**src/rtl/sw_debounce_pkg.sv**
```systemverilog
// Shared constants and types for the slide-switch debouncer.
package sw_debounce_pkg;

    localparam int N_SW_DEFAULT   = 4;
    localparam int DEBOUNCE_SIM   = 16;
    localparam int DEBOUNCE_BOARD = 1_000_000;  // 20 ms at 50 MHz

    typedef logic [N_SW_DEFAULT-1:0] sw_vec_t;

endpackage

```
**src/rtl/sw_debounce_bit.sv**
```systemverilog
// One switch line: 2-flop synchroniser, restart-on-bounce counter,
// stable bit and registered rise/fall strobes.
module sw_debounce_bit
    import sw_debounce_pkg::*;
#(
    parameter int DEBOUNCE_CYCLES = DEBOUNCE_SIM
) (
    input  logic i_clk,
    input  logic i_rst_n,
    input  logic i_sw,
    output logic o_stable,
    output logic o_rise,
    output logic o_fall,
    output logic o_flip
);

    localparam int             CW      = $clog2(DEBOUNCE_CYCLES + 1);
    localparam logic [CW-1:0]  CNT_MAX = CW'(DEBOUNCE_CYCLES - 1);

    logic [1:0]    sync_pipe;  // [0] = first flop, [1] = synchronised value
    logic          sync2;
    logic [CW-1:0] cnt;
    logic          stable;
    logic          flip;

    assign sync2 = sync_pipe[1];
    // Stable value is about to take the synchronised value on this edge.
    assign flip  = (sync2 != stable) && (cnt == CNT_MAX);

    // Two-flop synchroniser for the asynchronous pin.
    always_ff @(posedge i_clk or negedge i_rst_n) begin
        if (!i_rst_n) sync_pipe <= '0;
        else          sync_pipe <= {sync_pipe[0], i_sw};
    end

    // Count consecutive differing cycles; any agreement restarts the count.
    always_ff @(posedge i_clk or negedge i_rst_n) begin
        if (!i_rst_n) begin
            cnt    <= '0;
            stable <= 1'b0;
        end else if (sync2 == stable) begin
            cnt <= '0;
        end else if (cnt == CNT_MAX) begin
            stable <= sync2;
            cnt    <= '0;
        end else begin
            cnt <= cnt + 1'b1;
        end
    end

    // Edge strobes registered on the same edge the stable bit changes.
    always_ff @(posedge i_clk or negedge i_rst_n) begin
        if (!i_rst_n) begin
            o_rise <= 1'b0;
            o_fall <= 1'b0;
        end else begin
            o_rise <= flip &  sync2;
            o_fall <= flip & ~sync2;
        end
    end

    assign o_stable = stable;
    assign o_flip   = flip;

endmodule

```
**src/rtl/sw_debounce.sv**
```systemverilog
// Debounces N_SW slide-switch lines for the LED pattern FSM.
// Optional SW_DEBOUNCE_ONEHOT_EN: o_sw passes through a register that keeps
// at most one bit set (first switch wins), adding one cycle on o_sw only.
module sw_debounce
    import sw_debounce_pkg::*;
#(
    parameter int N_SW            = N_SW_DEFAULT,
    parameter int DEBOUNCE_CYCLES = DEBOUNCE_SIM
) (
    input  logic            i_clk,
    input  logic            i_rst_n,
    input  logic [N_SW-1:0] i_sw,
    output logic [N_SW-1:0] o_sw,
    output logic [N_SW-1:0] o_rise,
    output logic [N_SW-1:0] o_fall,
    output logic            o_changed
);

    logic [N_SW-1:0] stable_vec;
    logic [N_SW-1:0] flip_vec;

    for (genvar g = 0; g < N_SW; g++) begin : g_bit
        sw_debounce_bit #(
            .DEBOUNCE_CYCLES(DEBOUNCE_CYCLES)
        ) u_bit (
            .i_clk   (i_clk),
            .i_rst_n (i_rst_n),
            .i_sw    (i_sw[g]),
            .o_stable(stable_vec[g]),
            .o_rise  (o_rise[g]),
            .o_fall  (o_fall[g]),
            .o_flip  (flip_vec[g])
        );
    end

    // Any-bit change strobe, aligned with the per-bit strobes.
    always_ff @(posedge i_clk or negedge i_rst_n) begin
        if (!i_rst_n) o_changed <= 1'b0;
        else          o_changed <= |flip_vec;
    end

`ifdef SW_DEBOUNCE_ONEHOT_EN
    logic [N_SW-1:0] sw_q;

    // Keep at most one bit hot; a multi-bit vector holds the last legal value.
    always_ff @(posedge i_clk or negedge i_rst_n) begin
        if (!i_rst_n)
            sw_q <= '0;
        else if (stable_vec == '0)
            sw_q <= '0;
        else if ((stable_vec & (stable_vec - 1'b1)) == '0)
            sw_q <= stable_vec;
    end

    assign o_sw = sw_q;
`else
    assign o_sw = stable_vec;
`endif

endmodule

```
**config.mk**
```make
export PLATFORM = sky130hd
export DESIGN_NAME = sw_debounce
export DESIGN_NICKNAME = d
export VERILOG_FILES = /design/src/rtl/sw_debounce_pkg.sv /design/src/rtl/sw_debounce_bit.sv /design/src/rtl/sw_debounce.sv
export SDC_FILE = /design/constraint.sdc
export NUM_CORES = 1
export LEC_CHECK = 0
export ABC_AREA = 1
export CORE_MARGIN = 8
export CORE_UTILIZATION = 50
export DETAILED_ROUTE_END_ITERATION = 6
export PLACE_DENSITY = 0.7
export SYNTH_ARGS = -nofsm -noshare
export SYNTH_HDL_FRONTEND = slang
export SYNTH_HIERARCHICAL = 1
export SYNTH_SLANG_ARGS = --single-unit
```
**constraint.sdc**
```tcl
create_clock -name i_clk -period 1.58 [get_ports i_clk]
set_input_delay 0.316 -clock i_clk [delete_from_list [all_inputs] [get_ports i_clk]]
set_output_delay 0.316 -clock i_clk [all_outputs]
set_load 0.01 [all_outputs]
```
**Word-level counts from Yosys, hierarchy flattened**

Index checks and enable logic that the tools add are counted.

- Equality and inequality tests: 12
- Mux-type cells: 8
- Reductions and logical operators: 9
- $add $sub $neg: 4
- Bitwise logic cells: 16

Operators by type and width:

| cell | number |
|---|---|
| $mux 5 | 8 |
| $add 5x1->5 const B | 4 |
| $eq 5x4->1 const B | 4 |
| $and 1x1->1 | 8 |
| $not 1->1 | 8 |
| $reduce_and 2->1 | 4 |
| $eq 1x1->1 | 4 |
| $logic_and 1x1->1 | 4 |
| $ne 1x1->1 | 4 |
| $reduce_or 4->1 | 1 |

- Word-level logic and storage cells: 70
- Output and inout bits: 13
- Bits in registers: 41
- Input port bits: 6

**Logic depth before layout (Yosys ltp)**

Gate-level depths: netlist (run 1).

- Word-level depth: 3
- Depth in mapped cells: 7
- Gate-level depth less buffers: 7

**Cells and area by module**

Netlist (run 1), hierarchy kept.

By module, submodules not included:

| module | instances | sequential area each (um^2) | cells an instance | area an instance (um^2) |
|---|---|---|---|---|
| sw_debounce_bit | 4 | 250.2 | 41 | 396.6 |
| sw_debounce | 1 | 25.0 | 4 | 36.3 |

**Least setup slack after synthesis (run 1)**

No wires, ideal clock.

- Kind: flip-flop to flip-flop
- Start: register g_bit[3].u_bit.cnt[0]
- End: register o_changed
- Cell stages (with the launch flop): 8
- Period minus slack after synthesis: 1.092 ns
- Path buffers: 0
- Setup time: 0.119 ns
- Path slack: 0.488 ns
- Arrival time: 0.973 ns
- Data required time: 1.461 ns
- Path through: dfrtp_1 > ha_1 > nand3_2 > nor2_2 > nand2_1 > inv_1 > nor2_1 > nand2_1

- Cells in the longest elaborated chain, start to end: 3

Ends and longest elaborated chain:

| item | line | text |
|---|---|---|
| start, declared | sw_debounce_bit.sv:22 | `logic [CW-1:0] cnt;` |
| start signal, assigned | sw_debounce_bit.sv:47 | `cnt <= cnt + 1'b1;` |
| $eq 5x4->1 | sw_debounce_bit.sv:28 | `assign flip = (sync2 != stable) && (cnt == CNT_MAX);` |
| $logic_and 1x1->1 | sw_debounce_bit.sv:28 |  |
| net flip_vec[3] | sw_debounce.sv:20 | `logic [N_SW-1:0] flip_vec;` |
| $reduce_or 4->1 | sw_debounce.sv:39 | `else o_changed <= \|flip_vec;` |
| end signal, assigned | sw_debounce.sv:39 |  |
| end, declared | sw_debounce.sv:16 | `output logic o_changed` |

The timed path passes the listed nets, and every way through them passes these cells.
A chain may end at the register's enable or synchronous reset.

**Final worst setup path (run 1)**

- Start: register o_changed
- End: output o_changed

No word-level cell between the ends.

==> summary.json, run 1 <==
{
  "cts_tree": {"value": "built"},
  "worst_hold_path.num_cells": {"value": 0},
  "synth_cells": {"value": 168},
  "fin_tns_setup": {"value": 0, "unit": "ns"},
  "dr_total_vias": {"value": 1091},
  "hold_violations": {"value": 0},
  "floorplan.rows": {"value": 20},
  "max_freq": {"value": 0.651, "unit": "GHz"},
  "timing.slew.headroom": {"value": 0.674},
  "yosysWarningCount": {"value": 6},
  "critPathSlowestCell": {"value": "clkdlybuf4s50_1"},
  "clock_tree_buffer_depth": {"value": 2},
  "wire_per_inst": {"value": 10.6, "unit": "um"},
  "synth_cell_types": {"value": 11},
  "leakagePower": {"value": 1.11, "unit": "nW"},
  "grt_util_all_layers": {"value": 0.111},
  "regToRegStartpoint": {"value": "g_bit[0].u_bit/cnt[0]"},
  "postRouteAntennaNets": {"value": 0},
  "postSynth.topFlopCell": {"value": "dfrtp_1"},
  "postRouteWirelength": {"value": 2.56, "unit": "mm"},
  "status": {"value": "completed"},
  "timing.hold.worst.class": {"value": "reg2reg"},
  "antenna-diode-count": {"value": 0},
  "final_layout_size_suffix_gt1_frac": {"value": 0.117},
  "synth.avg_cell_area": {"value": 9.66, "unit": "sq um"},
  "dp.cells": {"value": 231},
  "wire_length_of_the_first_global_routing_pass": {"value": 4.49, "unit": "mm"},
  "drtIter0Drc": {"value": 73},
  "number_of_cells_traversed_by_the_worst_register_to_register_path": {"value": 7},
  "min_to": {"value": "g_bit[0].u_bit/sync_pipe[1]"},
  "seq_area_frac_synth": {"value": 0.632},
  "start_util": {"value": 0.527},
  "cts.htree.levels": {"value": 2},
  "layout.nets": {"value": 206},
  "worstPathBufferInverterCount": {"value": 1},
  "crit_required": {"value": 1.26, "unit": "ns"},
  "grt_antenna_before_repair": {"value": 0},
  "route.detailed.vias_per_inst": {"value": 4.53},
  "grt_remaining_overflow": {"value": 0},
  "grt_pass1_vias": {"value": 1103},
  "timing_max_transition_violations_final": {"value": 0},
  "maxCapViolations": {"value": 0},
  "worst_margin_pin_slew": {"value": 0.490, "unit": "ns"},
  "rsz0062_at_grt": {"value": "no"},
  "post_synth_most_frequent_cells": {"value": "dfrtp_1 (41), nand2_1 (37), inv_1 (32)"},
  "syn-num-nets": {"value": 178},
  "dp_hpwl": {"value": 1.92, "unit": "mm"},
  "largest_net_degree_at_the_start_of_global_routing": {"value": 42},
  "layout-area-overhead-vs-synth": {"value": 20.0, "unit": "%"},
  "core_area": {"value": 0.00308, "unit": "sq mm"},
  "cts.clk_slew.worst_paths": {"value": 0.11, "unit": "ns"},
  "worst_r2r_endpoint": {"value": "o_changed"},
  "final_period_minus_worst_setup_slack": {"value": 1.54, "unit": "ns"},
  "synth-async-reset-ratio": {"value": 1.00},
  "post-synth-top-area-fraction": {"value": 0.632},
  "fin_worst_skew": {"value": 0.00700, "unit": "ns"},
  "synth_top_area_cell": {"value": "dfrtp_1"},
  "total_die_area": {"value": 0.00532, "unit": "sq mm"},
  "postSynthRegisterBits": {"value": 41},
  "boundary_pins": {"value": 19},
  "flop2flop_setup_slack": {"value": 0.38, "unit": "ns"},
  "totalPowerFinal": {"value": 1.79, "unit": "mW"},
  "port_buffers": {"value": 18},
  "gpl.final_weighted_congestion": {"value": 0.823},
  "critical-path-max-stage-delay": {"value": 0.53, "unit": "ns"},
  "synth_area_leaders": {"value": "dfrtp_1 (63%), nand2_1 (8.6%), inv_1 (7.4%), nor2_1 (6.0%), ha_1 (3.1%)"},
  "die_w": {"value": 73.0, "unit": "um"},
  "worst_ep_arrival_time": {"value": 1.22, "unit": "ns"},
  "cts_num_sinks": {"value": 41},
  "drt-pass1-iter-count": {"value": 4},
  "cp_max_fo": {"value": 1},
  "final_min_period_over_clock_period": {"value": 0.972},
  "source_to_sink_clock_delay_at_the_later_pin_of_the_worst_skew_pair": {"value": 0.35, "unit": "ns"},
  "die_h": {"value": 73.0, "unit": "um"},
  "yosys.cell_count.top_type": {"value": "dfrtp_1"},
  "vdd_ir_drop_max": {"value": 618, "unit": "uV"},
  "synthesis.area": {"value": 0.00162, "unit": "sq mm"},
  "worstSetupPathType": {"value": "reg2out"},
  "cp_top_family": {"value": "buffers and inverters"},
  "final_cells": {"value": 241},
  "worstPathCellList": {"value": "clkdlybuf4s50_1"},
  "critical_path.startpoint_type": {"value": "register"},
  "cts_root_buf": {"value": "clkbuf_4"},
  "route.detailed.drc": {"value": 0},
  "power_density": {"value": 921, "unit": "mW/mm^2"},
  "final_setup_viols": {"value": 0},
  "min_from": {"value": "g_bit[0].u_bit/sync_pipe[0]"},
  "timing.critical_path.to_type": {"value": "output port"},
  "cts-buffers-inserted": {"value": 5},
  "synth_enable_flop_cells": {"value": 0}
}
cell families after synthesis:
| group | synth area share |
|---|---|
| buffers and inverters | 0.0740 |
| xor gates and xnor gates | 0.0216 |
| DFF | 0.632 |
| adders and majority gates | 0.0308 |
| and+or+nand+nor | 0.241 |
sequential cells by signal (all words and copies together), names as in the netlist:
name,count
g_bit.u_bit/o_fall,4
g_bit.u_bit/o_rise,4
o_changed,1
g_bit.u_bit/o_stable,4
g_bit.u_bit/cnt,20
g_bit.u_bit/sync_pipe,8
through the flow:
| step | util | worst slack [ns] | instance area, sq um | hold WS (ns) |
|---|---|---|---|---|
| after global routing | 0.633 | 0.00317 | 1950 | 0.366 |
| final | 0.633 | 0.0448 | 1950 | 0.359 |
| after global placement | 0.604 | 0.352 | 1860 | 0.333 |
| after detailed placement | 0.604 | 0.338 | 1860 | 0.336 |
| after floorplan | - | 0.488 | 1620 | 0.0204 |
| after CTS | 0.630 | 0.00176 | 1940 | 0.364 |
routing by layer:
layer,wire [um],global-route usage,vias to the layer above
li1,-,-,562
met1,1130,0.122,504
met2,1250,0.175,18
met3,96,0.0343,7
met4,89,0.0889,0
met5,0,0,-
cell usage in the layout (no fill, tap or decap):
cell | Yosys | routed
dfrtp_1 | 41 | 41
nand2_1 | 37 | 37
inv_1 | 32 | 32
nor2_1 | 26 | 26
nand3_1 | 8 | 8
clkdlybuf4s50_1 | 0 | 8
dlygate4sd2_1 | 0 | 6
clkbuf_4 | 0 | 5
nand4_1 | 4 | 4
nand3_2 | 4 | 4
nor2_2 | 4 | 4
nand2_2 | 4 | 4
xnor2_1 | 4 | 4
ha_1 | 4 | 4
dlymetal6s2s_1 | 0 | 3
clkbuf_8 | 0 | 2
buf_4 | 0 | 2
clkinv_2 | 0 | 1
dlygate4sd3_1 | 0 | 1
buf_2 | 0 | 1
power breakdown:
part	leakage [nW]	switching (mW)	total (mW)	internal, mW
logic	0.526	0.0580	0.101	0.0431
clock network	0.0413	0.321	0.579	0.258
registers	0.544	0.0306	1.11	1.08
how the worst max path moves through the flow:
stage,to,cells after the start,slack [ns],start
floorplan,o_changed,7,0.49,g_bit[3].u_bit/cnt[0]
global placement,o_sw[2],1,0.35,g_bit[2].u_bit/o_stable
detailed placement,o_sw[1],1,0.34,g_bit[1].u_bit/o_stable
CTS,o_changed,1,0.002,o_changed
global route,o_changed,1,0.003,o_changed
finish,o_changed,1,0.04,o_changed
timing repair:
item | 4_1_cts | 5_1_grt
endpoints found under the hold margin | 13 | 0
gates resized for setup | 6 | 3
setup endpoints to repair | 6 | 3
hold buffers | 1 | 0
setup buffers | 1 | 0
pin swaps | 0 | 0
gates cloned | 0 | 0
final cells by class:
type                            count  area, sq um
Fill cell                         252         1130
Sequential cell                    41         1030
Multi-Input combinational cell     95          477
Timing Repair Buffer               21          200
Inverter                           32          120
Clock buffer                        7         65.1
Tap cell                           44         55.1
Clock inverter                      1         5.00
No activity file was read; power rests on OpenSTA's default activity.
==> run 2, diff against run 1 <==
--- a/config.mk
+++ b/config.mk
@@ -6,10 +6,10 @@
 export NUM_CORES = 1
 export LEC_CHECK = 0
 export ABC_AREA = 1
-export CORE_MARGIN = 8
 export CORE_UTILIZATION = 50
 export DETAILED_ROUTE_END_ITERATION = 6
-export PLACE_DENSITY = 0.7
+export PLACE_DENSITY_LB_ADDON = 0.2
+export SLEW_MARGIN = 10
 export SYNTH_ARGS = -nofsm -noshare
 export SYNTH_HDL_FRONTEND = slang
 export SYNTH_HIERARCHICAL = 1
==> run 2 against run 1 <==
The flow now finishes with violations (hold timing). Non-clock buffer count increased by 2. Sequential power hardly changed. Clock power up 20%. Clock skew is 0.00076 ns lower. Count of clock-buffer cells in the layout is the same. Worst hold slack lost 0.36 ns. Maximum frequency up 0.22%. Routed wire length is 3.0% higher. Die area is 35% lower. Register-to-register slack about the same. First-iteration DRC count decreased by 58%. Critical path type unchanged. Critical endpoint is now o_fall[2]. Largest cell class unchanged.
==> summary.json, run 2 (synthesis results as in run 1) <==
{
  "total_die_area": {"value": 0.00348, "unit": "sq mm"},
  "source_to_sink_clock_delay_at_the_later_pin_of_the_worst_skew_pair": {"value": 0.34, "unit": "ns"},
  "cp_top_family": {"value": "buffers and inverters"},
  "fill_cells": {"value": 253},
  "fin_tns_setup": {"value": 0, "unit": "ns"},
  "drtIter0Drc": {"value": 31},
  "mostFrequentLayoutCell": {"value": "dfrtp_1"},
  "wire_length_of_the_first_global_routing_pass": {"value": 4.60, "unit": "mm"},
  "core_area": {"value": 0.00308, "unit": "sq mm"},
  "cts_num_sinks": {"value": 41},
  "totalPowerFinal": {"value": 1.91, "unit": "mW"},
  "dpl_worst_slack": {"value": 0.345, "unit": "ns"},
  "crit_required": {"value": 1.26, "unit": "ns"},
  "most-common-layout-cells": {"value": "dfrtp_1 (41), nand2_1 (37), inv_1 (32)"},
  "final_layout_size_suffix_gt1_frac": {"value": 0.126},
  "critPathSlowestCell": {"value": "clkdlybuf4s50_1"},
  "layout.nets": {"value": 208},
  "timing.slew.headroom": {"value": 0.671},
  "route.detailed.drc": {"value": 0},
  "layout_setup_ws": {"value": 0.0482, "unit": "ns"},
  "max_freq": {"value": 0.653, "unit": "GHz"},
  "largest_registers": {"value": "g_bit.u_bit/cnt: 20 flops, g_bit.u_bit/sync_pipe: 8 flops"},
  "dp_hpwl": {"value": 1.96, "unit": "mm"},
  "timing_max_transition_violations_final": {"value": 0},
  "hold_violations": {"value": 1},
  "cts-buffers-inserted": {"value": 5},
  "gpl.final_weighted_congestion": {"value": 0.740},
  "final_period_minus_worst_setup_slack": {"value": 1.53, "unit": "ns"},
  "grt_remaining_overflow": {"value": 0},
  "worst_ep_arrival_time": {"value": 1.22, "unit": "ns"},
  "final_setup_viols": {"value": 0},
  "worstSetupPathType": {"value": "reg2out"},
  "clock_tree_buffer_depth": {"value": 2},
  "grt_util_all_layers": {"value": 0.186},
  "antenna-diode-count": {"value": 0},
  "worstPathBufferInverterCount": {"value": 1},
  "dr_total_vias": {"value": 1142},
  "floorplan.rows": {"value": 20},
  "number_of_cells_traversed_by_the_worst_register_to_register_path": {"value": 6},
  "postRouteAntennaNets": {"value": 0},
  "power_density": {"value": 955, "unit": "mW/mm^2"},
  "failed_checks": {"value": "hold timing"},
  "drt-pass1-iter-count": {"value": 4},
  "dr_top_layer": {"value": "met4"},
  "cts.htree.levels": {"value": 2},
  "start_util": {"value": 0.527},
  "route.detailed.vias_per_inst": {"value": 4.70},
  "worstSetupPathDepth": {"value": 1},
  "timing.hold.ws": {"value": -0.0000926, "unit": "ns"},
  "grt_pass1_vias": {"value": 1228},
  "cts_root_buf": {"value": "clkbuf_4"},
  "worstPathCellList": {"value": "clkdlybuf4s50_1"},
  "rsz0062_at_grt": {"value": "no"},
  "timing.hold.worst.class": {"value": "in2async"},
  "largest_net_degree_at_the_start_of_global_routing": {"value": 42},
  "vdd_ir_drop_max": {"value": 655, "unit": "uV"},
  "cts.clk_slew.worst_paths": {"value": 0.11, "unit": "ns"},
  "met2WireLength": {"value": 1.37, "unit": "mm"},
  "worst_margin_pin_slew": {"value": 0.493, "unit": "ns"},
  "grt_antenna_before_repair": {"value": 0},
  "postRouteWirelength": {"value": 2.64, "unit": "mm"},
  "status": {"value": "complete, but fails checks"},
  "critical_path.startpoint_type": {"value": "register"},
  "registers.top_by_ff_count": {"value": "g_bit.u_bit/cnt"},
  "cts_tree": {"value": "built"},
  "wire_per_inst": {"value": 10.9, "unit": "um"},
  "boundary_pins": {"value": 19},
  "leakagePower": {"value": 1.21, "unit": "nW"},
  "critical-path-max-stage-delay": {"value": 0.54, "unit": "ns"},
  "fin_worst_skew": {"value": 0.00624, "unit": "ns"},
  "m1WireLength": {"value": 1.06, "unit": "mm"},
  "wl_met3": {"value": 117, "unit": "um"},
  "timing.critical_path.to_type": {"value": "output port"},
  "layout.core_utilization": {"value": 0.649},
  "layout-area-overhead-vs-synth": {"value": 23.1, "unit": "%"},
  "die_h": {"value": 59.0, "unit": "um"},
  "largest_register_ffs": {"value": 20},
  "die_w": {"value": 59.0, "unit": "um"},
  "postCtsHoldBufs": {"value": 0},
  "maxCapViolations": {"value": 0},
  "cp_max_fo": {"value": 1},
  "final_min_period_over_clock_period": {"value": 0.969},
  "port_buffers": {"value": 18}
}
==> run 2: changes by cell type in the layout (fill, tap and decap cells not counted), sizes merged <==
cell	delta
dlygate4sd2	-6
dlymetal6s2s	+6
buf	+3
bufinv	+1
clkinv	-1
dlygate4sd3	-1
==> run 2: layout make-up <==
type | instances | area [sq um] | share of cell area
clock buffers | 7 | 55.1 | 0.0276
clock inverters | 1 | 30.0 | 0.0150
inverters | 32 | 120 | 0.0601
multi-input cells | 95 | 477 | 0.239
flip-flops and latches | 41 | 1030 | 0.513
well taps | 44 | 55.1 | 0.0276
repair buffers | 23 | 235 | 0.118
==> run 2: timing repair <==
item / in CTS / in global routing
setup buffers: 4 / 0
setup endpoints to repair: 4 / 9
gates resized for setup: 0 / 9
==> run 2: report_power, final <==
group          switching [mW]  internal (mW)
Combinational          0.0585         0.0412
Sequential             0.0323           1.08
Clock                   0.314          0.378
==> run 2: path summary, 6_finish.rpt <==
kind	from	end	slack, ns
setup reg to reg	g_bit[2].u_bit/cnt[0]	g_bit[2].u_bit/o_stable	0.37
setup / recovery	g_bit[2].u_bit/o_fall	o_fall[2]	0.05
hold reg to reg	g_bit[1].u_bit/sync_pipe[0]	g_bit[1].u_bit/sync_pipe[1]	0.35
max in group asynchronous	i_rst_n	g_bit[1].u_bit/o_stable	1.23
min in group i_clk	g_bit[1].u_bit/sync_pipe[0]	g_bit[1].u_bit/sync_pipe[1]	0.35
hold / removal	i_rst_n	g_bit[3].u_bit/cnt[3]	-0.00009
==> run 2: per-stage QoR <==
step	hold WS (ns)	std cells	area, sq um
after floorplan	0.0204	168	1620
after global placement	0.333	231	1860
after detailed placement	0.336	231	1860
after CTS	0.00922	243	1980
after global routing	0.0229	243	2000
final	-0.0000926	243	2000
==> run 2: metal layers <==
metal  global-route usage  up-vias
met5                    0        -
met4                0.133        0
met3               0.0568       10
met2                0.330       23
met1                0.182      546
li1                     -      563
==> run 3, diff against run 2 <==
==> constraint.sdc (replaced) <==
create_clock -name i_clk -period 1.95 [get_ports i_clk]
set_input_delay 0.39 -clock i_clk [delete_from_list [all_inputs] [get_ports i_clk]]
set_output_delay 0.39 -clock i_clk [all_outputs]
set_load 0.01 [all_outputs]
==> run 3 against run 2 <==
The flow now finishes without violations. Count of clock-buffer cells in the layout stayed put. Critical path depth unchanged. Clock skew increased by 0.0050 ns. Routed wire length decreased by 3.1%. Sequential share of layout area rose by 1.7 points. Clock power decreased by 40%. Critical path type unchanged. Critical endpoint is now o_sw[1]. Largest power group unchanged. Highest routed layer unchanged.
==> summary.json, run 3 (synthesis results as in run 1) <==
{
  "cp_top_family": {"value": "buffers and inverters"},
  "dr_total_vias": {"value": 1104},
  "leakagePower": {"value": 1.02, "unit": "nW"},
  "largest_registers": {"value": "g_bit.u_bit/cnt: 20 flops, g_bit.u_bit/sync_pipe: 8 flops"},
  "timing.hold.ws": {"value": 0.350, "unit": "ns"},
  "vdd_ir_drop_max": {"value": 489, "unit": "uV"},
  "most-common-layout-cells": {"value": "dfrtp_1 (41), nand2_1 (37), inv_1 (32)"},
  "route.detailed.vias_per_inst": {"value": 4.60},
  "critical-path-max-stage-delay": {"value": 0.55, "unit": "ns"},
  "hold_violations": {"value": 0},
  "drtIter0Drc": {"value": 40},
  "source_to_sink_clock_delay_at_the_later_pin_of_the_worst_skew_pair": {"value": 0.34, "unit": "ns"},
  "global_route.usage.met3": {"value": 0.0808},
  "clock_tree_buffer_depth": {"value": 2},
  "totalPowerFinal": {"value": 1.40, "unit": "mW"},
  "start_util": {"value": 0.527},
  "worstSetupPathType": {"value": "reg2out"},
  "floorplan.rows": {"value": 20},
  "grt_remaining_overflow": {"value": 0},
  "postRouteWirelength": {"value": 2.56, "unit": "mm"},
  "largest_register_ffs": {"value": 20},
  "layout.core_utilization": {"value": 0.628},
  "cts_num_sinks": {"value": 41},
  "fin_tns_setup": {"value": 0, "unit": "ns"},
  "registers.top_by_ff_count": {"value": "g_bit.u_bit/cnt"},
  "critPathSlowestCell": {"value": "clkdlybuf4s50_1"},
  "wire_length_of_the_first_global_routing_pass": {"value": 4.50, "unit": "mm"},
  "layout-area-overhead-vs-synth": {"value": 19.1, "unit": "%"},
  "total_die_area": {"value": 0.00348, "unit": "sq mm"},
  "timing.hold.worst.class": {"value": "reg2reg"},
  "final_layout_size_suffix_gt1_frac": {"value": 0.107},
  "status": {"value": "completed"},
  "cts.clk_slew.worst_paths": {"value": 0.11, "unit": "ns"},
  "final_period_minus_worst_setup_slack": {"value": 1.69, "unit": "ns"},
  "timing.slew.headroom": {"value": 0.734},
  "timing.critical_path.to_type": {"value": "output port"},
  "design_area": {"value": 0.00193, "unit": "sq mm"},
  "die_h": {"value": 59.0, "unit": "um"},
  "port_buffers": {"value": 18},
  "drt-pass1-iter-count": {"value": 4},
  "critical_path.startpoint_type": {"value": "register"},
  "power_density": {"value": 723, "unit": "mW/mm^2"},
  "postPlaceCellArea": {"value": 0.00187, "unit": "sq mm"},
  "route.detailed.drc": {"value": 0},
  "core_area": {"value": 0.00308, "unit": "sq mm"},
  "max_freq": {"value": 0.593, "unit": "GHz"},
  "postRouteAntennaNets": {"value": 0},
  "cts-buffers-inserted": {"value": 5},
  "boundary_pins": {"value": 19},
  "crit_required": {"value": 1.56, "unit": "ns"},
  "cts_root_buf": {"value": "clkbuf_4"},
  "dp_hpwl": {"value": 1.99, "unit": "mm"},
  "groute.layer.met2.usage": {"value": 0.320},
  "worst_margin_pin_slew": {"value": 0.399, "unit": "ns"},
  "mostFrequentLayoutCell": {"value": "dfrtp_1"},
  "worstPathBufferInverterCount": {"value": 1},
  "gpl.final_weighted_congestion": {"value": 0.768},
  "grt_antenna_before_repair": {"value": 0},
  "globalRouteMet1Util": {"value": 0.187},
  "antenna-diode-count": {"value": 0},
  "die_w": {"value": 59.0, "unit": "um"},
  "timing_max_transition_violations_final": {"value": 0},
  "maxCapViolations": {"value": 0},
  "worstPathCellList": {"value": "clkdlybuf4s50_1"},
  "final_min_period_over_clock_period": {"value": 0.865},
  "worst_ep_arrival_time": {"value": 1.30, "unit": "ns"},
  "cts_tree": {"value": "built"},
  "final_setup_viols": {"value": 0},
  "largest_net_degree_at_the_start_of_global_routing": {"value": 19},
  "fill_cells": {"value": 269},
  "grt_pass1_vias": {"value": 1116},
  "wire_per_inst": {"value": 10.7, "unit": "um"},
  "busiest_layer": {"value": "met2"},
  "cp_max_fo": {"value": 4},
  "post_cts_resize_count": {"value": 0},
  "fin_worst_skew": {"value": 0.0113, "unit": "ns"},
  "cts.htree.levels": {"value": 2},
  "grt_util_all_layers": {"value": 0.184},
  "layout.nets": {"value": 206},
  "rsz0062_at_grt": {"value": "no"}
}
[run 3: through the flow]
stage,setup WS [ns],instances
after floorplan,0.858,168
after global placement,0.659,232
after detailed placement,0.642,232
after CTS,0.238,240
after global routing,0.183,240
final,0.263,240
[run 3: layer usage]
layer	up-vias	routed length (um)
met5	-	0
met1	517	1050
li1	557	-
met4	0	48
met3	6	142
met2	24	1320
[run 3: final cells by class]
class                   count  area (sq um)  share of cell area
flip-flops and latches     41          1030               0.531
multi-input cells          95           477               0.247
repair buffers             21           200               0.104
inverters                  32           120              0.0621
clock buffers               7          55.1              0.0285
well taps                  44          55.1              0.0285
[run 3: worst paths after layout]
kind | slack [ns] | from | end | depth (start not counted)
hold reg to reg | 0.35 | g_bit[1].u_bit/sync_pipe[0] | g_bit[1].u_bit/sync_pipe[1] | 0
hold / removal | 0.35 | g_bit[1].u_bit/sync_pipe[0] | g_bit[1].u_bit/sync_pipe[1] | 0
setup / recovery | 0.26 | g_bit[1].u_bit/o_stable | o_sw[1] | 1
min in group asynchronous | 0.49 | i_rst_n | g_bit[3].u_bit/o_fall | 2
setup reg to reg | 0.72 | g_bit[0].u_bit/cnt[0] | g_bit[0].u_bit/cnt[0] | 6
max in group asynchronous | 0.93 | i_rst_n | g_bit[0].u_bit/o_fall | 3
[run 3: timing repair]
item | in CTS | in global routing
setup buffers | 0 | 0
hold buffers | 1 | 0
hold endpoints to repair | 16 | 0
[run 3: where the power goes]
part / switching (mW) / leakage, nW / total, mW / internal, mW
clock: 0.241 / 0.0314 / 0.412 / 0.170
sequential: 0.0249 / 0.544 / 0.903 / 0.878
combinational: 0.0476 / 0.440 / 0.0835 / 0.0359
total: 0.314 / 1.02 / 1.40 / 1.08
[run 3: worst reg2reg max path, delay by kind of cell (launching register included)]
family	cells	cell delay, ns
fa+ha+maj	1	0.22
buf+inv	1	0.08
flops	1	0.41
simple gates	4	0.41
